**src/rtl/mul_div_unit.sv**
```systemverilog
`default_nettype none
// ============================================================================
// Module   : mul_div_unit
// Brief    : Iterative MIPS32 MULT/MULTU/DIV/DIVU unit with private HI/LO;
//            divider compiled in only when MULDIV_DIV_EN is defined.
// Revision : 1.0 - initial release
// ============================================================================
module mul_div_unit #(
    parameter int N = 32
) (
    input  logic         clock,
    input  logic         reset,
    input  logic         start,
    input  logic [1:0]   op,
    input  logic [N-1:0] inA,
    input  logic [N-1:0] inB,
    input  logic         hi_wen,
    input  logic         lo_wen,
    input  logic [N-1:0] wd,
    output logic         busy,
    output logic         done,
    output logic [N-1:0] hi,
    output logic [N-1:0] lo
);

    typedef enum logic [1:0] {
        S_IDLE   = 2'd0,
        S_CALC   = 2'd1,
        S_FINISH = 2'd2
    } state_t;

    state_t          state_q;
    logic [5:0]      cnt_q;
    logic [2*N-1:0]  acc_q;
    logic [N-1:0]    opnd_q;
    logic            neg_q;
    logic            busy_q;
    logic            done_q;
    logic [N-1:0]    hi_q;
    logic [N-1:0]    lo_q;

    logic            sa_d;
    logic            sb_d;
    logic [N-1:0]    abs_a_d;
    logic [N-1:0]    abs_b_d;
    logic [N:0]      mul_sum_d;
    logic [2*N-1:0]  prod_d;
    logic            nop_d;

    assign sa_d      = ~op[0] & inA[N-1];
    assign sb_d      = ~op[0] & inB[N-1];
    assign abs_a_d   = sa_d ? -inA : inA;
    assign abs_b_d   = sb_d ? -inB : inB;
    assign mul_sum_d = {1'b0, acc_q[2*N-1:N]} + (acc_q[0] ? {1'b0, opnd_q} : {(N+1){1'b0}});
    assign prod_d    = neg_q ? -acc_q : acc_q;

`ifdef MULDIV_DIV_EN
    logic            is_div_q;
    logic            rneg_q;
    logic            dz_q;
    logic [N:0]      rem_q;
    logic [N+1:0]    diff_d;
    logic [N-1:0]    quot_d;
    logic [N-1:0]    remf_d;

    // Trial subtraction of the shifted partial remainder; a clear MSB means it fits.
    assign diff_d = {rem_q, acc_q[N-1]} - {2'b00, opnd_q};
    assign quot_d = neg_q  ? -acc_q[N-1:0] : acc_q[N-1:0];
    assign remf_d = rneg_q ? -rem_q[N-1:0] : rem_q[N-1:0];
    assign nop_d  = 1'b0;
`else
    assign nop_d  = op[1];
`endif

    always_ff @(posedge clock) begin
        if (reset) begin
            state_q  <= S_IDLE;
            cnt_q    <= 6'd0;
            acc_q    <= '0;
            opnd_q   <= '0;
            neg_q    <= 1'b0;
            busy_q   <= 1'b0;
            done_q   <= 1'b0;
            hi_q     <= '0;
            lo_q     <= '0;
`ifdef MULDIV_DIV_EN
            is_div_q <= 1'b0;
            rneg_q   <= 1'b0;
            dz_q     <= 1'b0;
            rem_q    <= '0;
`endif
        end else begin
            done_q <= 1'b0;
            case (state_q)
                S_IDLE: begin
                    if (hi_wen) hi_q <= wd;
                    if (lo_wen) lo_q <= wd;
                    if (start && nop_d) begin
                        done_q <= 1'b1;
                    end else if (start) begin
                        cnt_q   <= 6'd0;
                        neg_q   <= sa_d ^ sb_d;
                        busy_q  <= 1'b1;
                        state_q <= S_CALC;
`ifdef MULDIV_DIV_EN
                        is_div_q <= op[1];
                        rneg_q   <= sa_d;
                        dz_q     <= (inB == '0);
                        rem_q    <= '0;
                        acc_q    <= {{N{1'b0}}, op[1] ? abs_a_d : abs_b_d};
                        opnd_q   <= op[1] ? abs_b_d : abs_a_d;
`else
                        acc_q    <= {{N{1'b0}}, abs_b_d};
                        opnd_q   <= abs_a_d;
`endif
                    end
                end
                S_CALC: begin
`ifdef MULDIV_DIV_EN
                    if (is_div_q) begin
                        if (!diff_d[N+1]) begin
                            rem_q        <= diff_d[N:0];
                            acc_q[N-1:0] <= {acc_q[N-2:0], 1'b1};
                        end else begin
                            rem_q        <= {rem_q[N-1:0], acc_q[N-1]};
                            acc_q[N-1:0] <= {acc_q[N-2:0], 1'b0};
                        end
                    end else
`endif
                    begin
                        acc_q <= {mul_sum_d, acc_q[N-1:1]};
                    end
                    cnt_q <= cnt_q + 6'd1;
                    if (cnt_q == 6'd31) state_q <= S_FINISH;
                end
                S_FINISH: begin
`ifdef MULDIV_DIV_EN
                    if (is_div_q) begin
                        hi_q <= remf_d;
                        lo_q <= dz_q ? {N{1'b1}} : quot_d;
                    end else
`endif
                    begin
                        hi_q <= prod_d[2*N-1:N];
                        lo_q <= prod_d[N-1:0];
                    end
                    done_q  <= 1'b1;
                    busy_q  <= 1'b0;
                    state_q <= S_IDLE;
                end
                default: state_q <= S_IDLE;
            endcase
        end
    end

    assign busy = busy_q;
    assign done = done_q;
    assign hi   = hi_q;
    assign lo   = lo_q;

endmodule
`default_nettype wire

```
**config.mk**
```make
export PLATFORM = sky130hd
export DESIGN_NAME = mul_div_unit
export DESIGN_NICKNAME = d
export VERILOG_FILES = /design/src/rtl/mul_div_unit.sv
export SDC_FILE = /design/constraint.sdc
export NUM_CORES = 1
export LEC_CHECK = 0
export BUFFER_PORTS_ARGS = -buffer_cell sky130_fd_sc_hd__buf_2
export CELL_PAD_IN_SITES_DETAIL_PLACEMENT = 0
export CELL_PAD_IN_SITES_GLOBAL_PLACEMENT = 1
export CORE_UTILIZATION = 45
export DETAILED_ROUTE_END_ITERATION = 8
export PLACE_DENSITY = 0.95
export SETUP_SLACK_MARGIN = 0.4
export SYNTH_ARGS = -nofsm -noshare
export SYNTH_HDL_FRONTEND = slang
export SYNTH_SLANG_ARGS = --single-unit
```
**constraint.sdc**
```tcl
create_clock -name clock -period 9.33 [get_ports clock]
set_clock_uncertainty 0.2 [all_clocks]
set_input_delay 0.933 -clock clock [delete_from_list [all_inputs] [get_ports clock]]
set_output_delay 0.933 -clock clock [all_outputs]
set_load 0.01 [all_outputs]
```
# After elaboration in Yosys (flattened, before gate mapping)
# Cells that the tools add are included.
dict set report word_totals {
  memories 0
  latchBits 0
  rom_bits 0
  ramBits 0
  ff_bits 171
}
dict set report op_classes {
  eq_ne 8
  muxes 23
  n_shift 0
  n_div 0
  n_bitwise 5
  magnitude_cmp 0
  reduce_logical 10
  addsub 5
  mul 0
}
# op count
set op_table {}
lappend op_table {{2-to-1 mux 64 bit} 3}
lappend op_table {{2-to-1 mux 32 bit} 5}
lappend op_table {{one-hot mux 32 bit (2 select lines)} 2}
lappend op_table {{one-hot mux 64 bit (2 select lines)} 1}
lappend op_table {{negation 32 bit} 2}
lappend op_table {{negation 64 bit} 1}
lappend op_table {{adder 32 x 32 -> 33 bit} 1}
lappend op_table {{2-to-1 mux 6 bit} 2}
lappend op_table {{one-hot mux 6 bit (2 select lines)} 1}
lappend op_table {{AND reduction 3 bit} 4}
lappend op_table {{!= test 2 bit (second input constant)} 5}
lappend op_table {{adder 6 x 1 -> 6 bit (second input constant)} 1}
lappend op_table {{== test 6 x 5 -> 1 bit (second input constant)} 1}
lappend op_table {{2-to-1 mux 2 bit} 3}
lappend op_table {{one-hot mux 1 bit (2 select lines)} 2}
lappend op_table {{one-hot mux 2 bit (2 select lines)} 1}
lappend op_table {{AND reduction 2 bit} 2}
lappend op_table {{nonzero test 2 bit} 2}
lappend op_table {{2-to-1 mux 1 bit} 3}
lappend op_table {{bitwise AND 1 bit} 2}
lappend op_table {{== test 2 x 1 -> 1 bit (second input constant)} 1}
lappend op_table {{== test 2 bit (second input constant)} 1}
lappend op_table {{zero test 2 bit} 1}
lappend op_table {{NOT 1 bit} 2}
lappend op_table {{2 further kinds} 2}

# Logic depth before layout (Yosys ltp)
dict set report logic_depth {
  ltp_word 6
  mapped_depth 13
  depth_no_buf 11
}

# Worst setup path before layout
# Ideal clock, no wire load.
dict set report synth_path {
  kind {reg2reg}
  startpoint {register acc_q[0]}
  endpoint {register acc_q[63]}
  arrival_time_ns 3.139
  slack_ns 5.928
  stages_incl_launch_ff 14
  cell_sequence {dfxtp_1 -> clkbuf_1 -> clkbuf_1 -> and2_1 -> ha_1 -> inv_1 -> fa_1 -> nor2b_1 -> o2111ai_1 -> a21oi_1 -> a211oi_1 -> o41a_1 -> or4_1 -> nand3_1}
}
dict set report synth_between {
  elab_chain_cells 3
}
# item line
set synth_lines {}
lappend synth_lines {{start: declaration} 34} ;# logic [2*N-1:0] acc_q;
lappend synth_lines {{start signal: assignment} 113} ;# acc_q <= {{N{1'b0}}, abs_b_d};
lappend synth_lines {{start signal: assignment} 131} ;# acc_q <= {mul_sum_d, acc_q[N-1:1]};
lappend synth_lines {{2-to-1 mux 32 bit} 54} ;# assign mul_sum_d = {1'b0, acc_q[2*N-1:N]} + (acc_q[0] ? {1'b0, opnd_q} : {(N+1){1'b0}});
lappend synth_lines {{adder 32 x 32 -> 33 bit} 54}
lappend synth_lines {{one-hot mux 64 bit (2 select lines)} 94} ;# case (state_q)
# Every way passes these cells.
# A chain may end at the register's enable or synchronous reset.

# Worst setup path in the final report
# Ends and elaborated chain as after synthesis.

==> flow_metrics.env <==
export IMPL_status="finished, final reports clean"
export IMPL_period_share_pct=42.1
export IMPL_drive_above_1_share_pct=15.0
export IMPL_grt_overflow_total=0
export IMPL_via_count=11700
export IMPL_critPathLaunch="acc_q[0]"
export IMPL_antenna_found_initial=0
export IMPL_start_kind="flip-flop"
export IMPL_power_leakage_nw=5.22
export IMPL_async_flop_share_pct=0
export IMPL_die_y_um=160
export IMPL_synth_top_cell_area_share_pct=30.3
export IMPL_finalSetupTns_ps=0
export IMPL_grt_pass1_wl_um=56400
export IMPL_core_area_um2=24500
export IMPL_fin_crit_ps=3920
export IMPL_cts_tree="done"
export IMPL_numCtsBuffers=17
export IMPL_worstSetupEndpointType="flip-flop"
export IMPL_cts_sinks=171
export IMPL_antennaDiodeCount=0
export IMPL_synth_top_area_cell="dfxtp_1"
export IMPL_initial_core_util_pct=46.2
export IMPL_rsz0062_at_grt="no"
export IMPL_hold_viol=0
export IMPL_h_tree_depth=4
export IMPL_cp_required_ps=9510
export IMPL_io_pins=169
export IMPL_synthToLayoutAreaGrowth_pct=13.7
export IMPL_synth_cell_types=73
export IMPL_clock_latency_ps=430
export IMPL_report_final_slew_viol_count=0
export IMPL_path_class="flip-flop to flip-flop"
export IMPL_most_common_layout_cells="nor2_1 (178), dfxtp_1 (171), buf_2 (167)"
export IMPL_avgSynthCellArea_um2=7.65
export IMPL_globalplace_congestion=0.928
export IMPL_grt_pass1_vias=10300
export IMPL_nFillCells=2384
export IMPL_drc=0
export IMPL_holdCritPathClass="flip-flop to flip-flop"
export IMPL_grt_total_usage_pct=27.5
export IMPL_fmax_mhz=255
export IMPL_synthTopCellsByArea="dfxtp_1 (30%), xor2_1 (6.0%), nor2_1 (5.9%)"
export IMPL_die_area_um2=25800
export IMPL_max_cap_viol_count=0
export IMPL_peakVddDrop_mv=0.120
export IMPL_grt_max_degree=82
export IMPL_worstPathArrival_ps=4100
export IMPL_synth_nets=1618
export IMPL_cts_root_buf="clkbuf_16"
export IMPL_std_cell_rows=57
export IMPL_dpl_hpwl_um=27100
export IMPL_slew_headroom_pct=15.0
export IMPL_synth_seq_cells=171
export IMPL_synthCells=1478
export IMPL_routedWlPerCell_um=19.0
export IMPL_synth_enable_flop_cells=0
export IMPL_final_common_cell="nor2_1"
export IMPL_ant_nets=0
export IMPL_clk_pin_slew_worst_paths_ps=70
export IMPL_cts_resized=0
export IMPL_pwr_density_cell_nw_per_um2=147
export IMPL_r2r_start="acc_q[0]"
export IMPL_hold_path_startpoint="lo[3]"
export IMPL_synthesis_area_um2=11300
export IMPL_ys_warn_count=0
export IMPL_die_x_um=160
export IMPL_io_buffers=168
export IMPL_setup_viol=0
export IMPL_tightest_slew_ps=1270
export IMPL_nets=1712
export IMPL_drtIter0Drc=1296
export IMPL_ys_seq_area_share_pct=30.3
export IMPL_hold_buffers=0
export IMPL_drt_wl_total_um=36200
export IMPL_dr_pass1_iters=6
export IMPL_viasPerCell=6.12
export IMPL_finalPower_mw=1.89
export IMPL_dominantRegCellSynth="dfxtp_1"
export IMPL_crit_fanout=38
export IMPL_cts_path_max_buffers=2
export IMPL_cts_setup_buffers=0
-- registers in the layout (all words and copies together), names as in the netlist --
signal	flops
acc_q	64
hi	32
lo	32
opnd_q	32
cnt_q	6
state_q	2
busy	1
done	1
neg_q	1
-- cell usage after synthesis (all sizes together), types with 10 or more instances --
| cell | n |
|---|---|
| mux2i | 11 |
| xnor2 | 42 |
| o21ai | 89 |
| ha | 36 |
| nor2b | 11 |
| nand3 | 31 |
| or4 | 21 |
| o31ai | 24 |
| clkbuf | 95 |
| nor4 | 28 |
| nand2b | 19 |
| nor2 | 180 |
| and2 | 32 |
| inv | 20 |
| nor3 | 38 |
| a21o | 15 |
| xor2 | 77 |
| o22ai | 26 |
| o41ai | 16 |
| and3 | 11 |
| dfxtp | 171 |
| or3 | 29 |
| a211oi | 43 |
| a222oi | 10 |
| a22oi | 27 |
| nand4 | 11 |
| nand2 | 114 |
| or2 | 10 |
| a21oi | 133 |
| buf | 10 |
-- kinds of logic after synthesis --
| family | share of synthesized area [%] |
|---|---|
| flops | 30.3 |
| fa+ha+maj | 4.16 |
| mux | 0.974 |
| xor+xnor | 9.22 |
| simple gates | 24.0 |
| compound gates | 27.1 |
| buf+inv | 4.21 |
-- routing by layer --
layer	global-route usage, %	up-vias	share of wire (%)
li1	-	5638	-
met1	40.5	5479	46
met2	40.8	518	43
met3	4.70	56	8.4
met4	7.79	0	2.4
met5	0	-	0
-- final cells by class --
cell class	count	area, um^2	area share, %
Sequential cell	171	3420	26.7
Inverter	21	78.8	0.614
Multi-Input combinational cell	1181	7420	57.8
Clock inverter	15	158	1.23
Tap cell	324	405	3.16
Timing Repair Buffer	180	933	7.27
Clock buffer	17	425	3.31
-- path summary, 6_finish.rpt --
path                                  end  slack [ps]  depth (start not counted)
worst max-delay path            acc_q[63]        5410                         11
worst min register to register      lo[3]         250                          2
worst max register to register  acc_q[63]        5410                         11
worst min-delay path                lo[3]         250                          2
-- report_power, final --
| group | switching (mW) | internal (mW) | leakage, nW |
|---|---|---|---|
| Combinational | 0.223 | 0.135 | 3.53 |
| Sequential | 0.0418 | 0.771 | 1.40 |
| Clock | 0.339 | 0.379 | 0.284 |
| Total | 0.604 | 1.28 | 5.22 |
-- worst max-delay path, stage by stage, from the launching register on --
cell       delay (ps)
dfxtp_1           900
and2_1            240
ha_1              160
inv_1              60
fa_1              410
nor2b_1           180
o2111ai_1         140
a21oi_1           370
a211oi_1          160
o41a_1            480
or4_1             480
nand3_1            90
-- through the flow --
stage	instances	util [%]	setup WS (ps)	area (um^2)	hold slack, ps
after floorplan	1478	-	5930	11300	217
after global placement	1877	50.1	5500	12300	234
after detailed placement	1877	50.1	5430	12300	237
after CTS	1909	52.5	5410	12800	253
after global routing	1909	52.5	5100	12800	277
final	1909	52.5	5410	12800	254
Power figures use the tool's default switching activity.
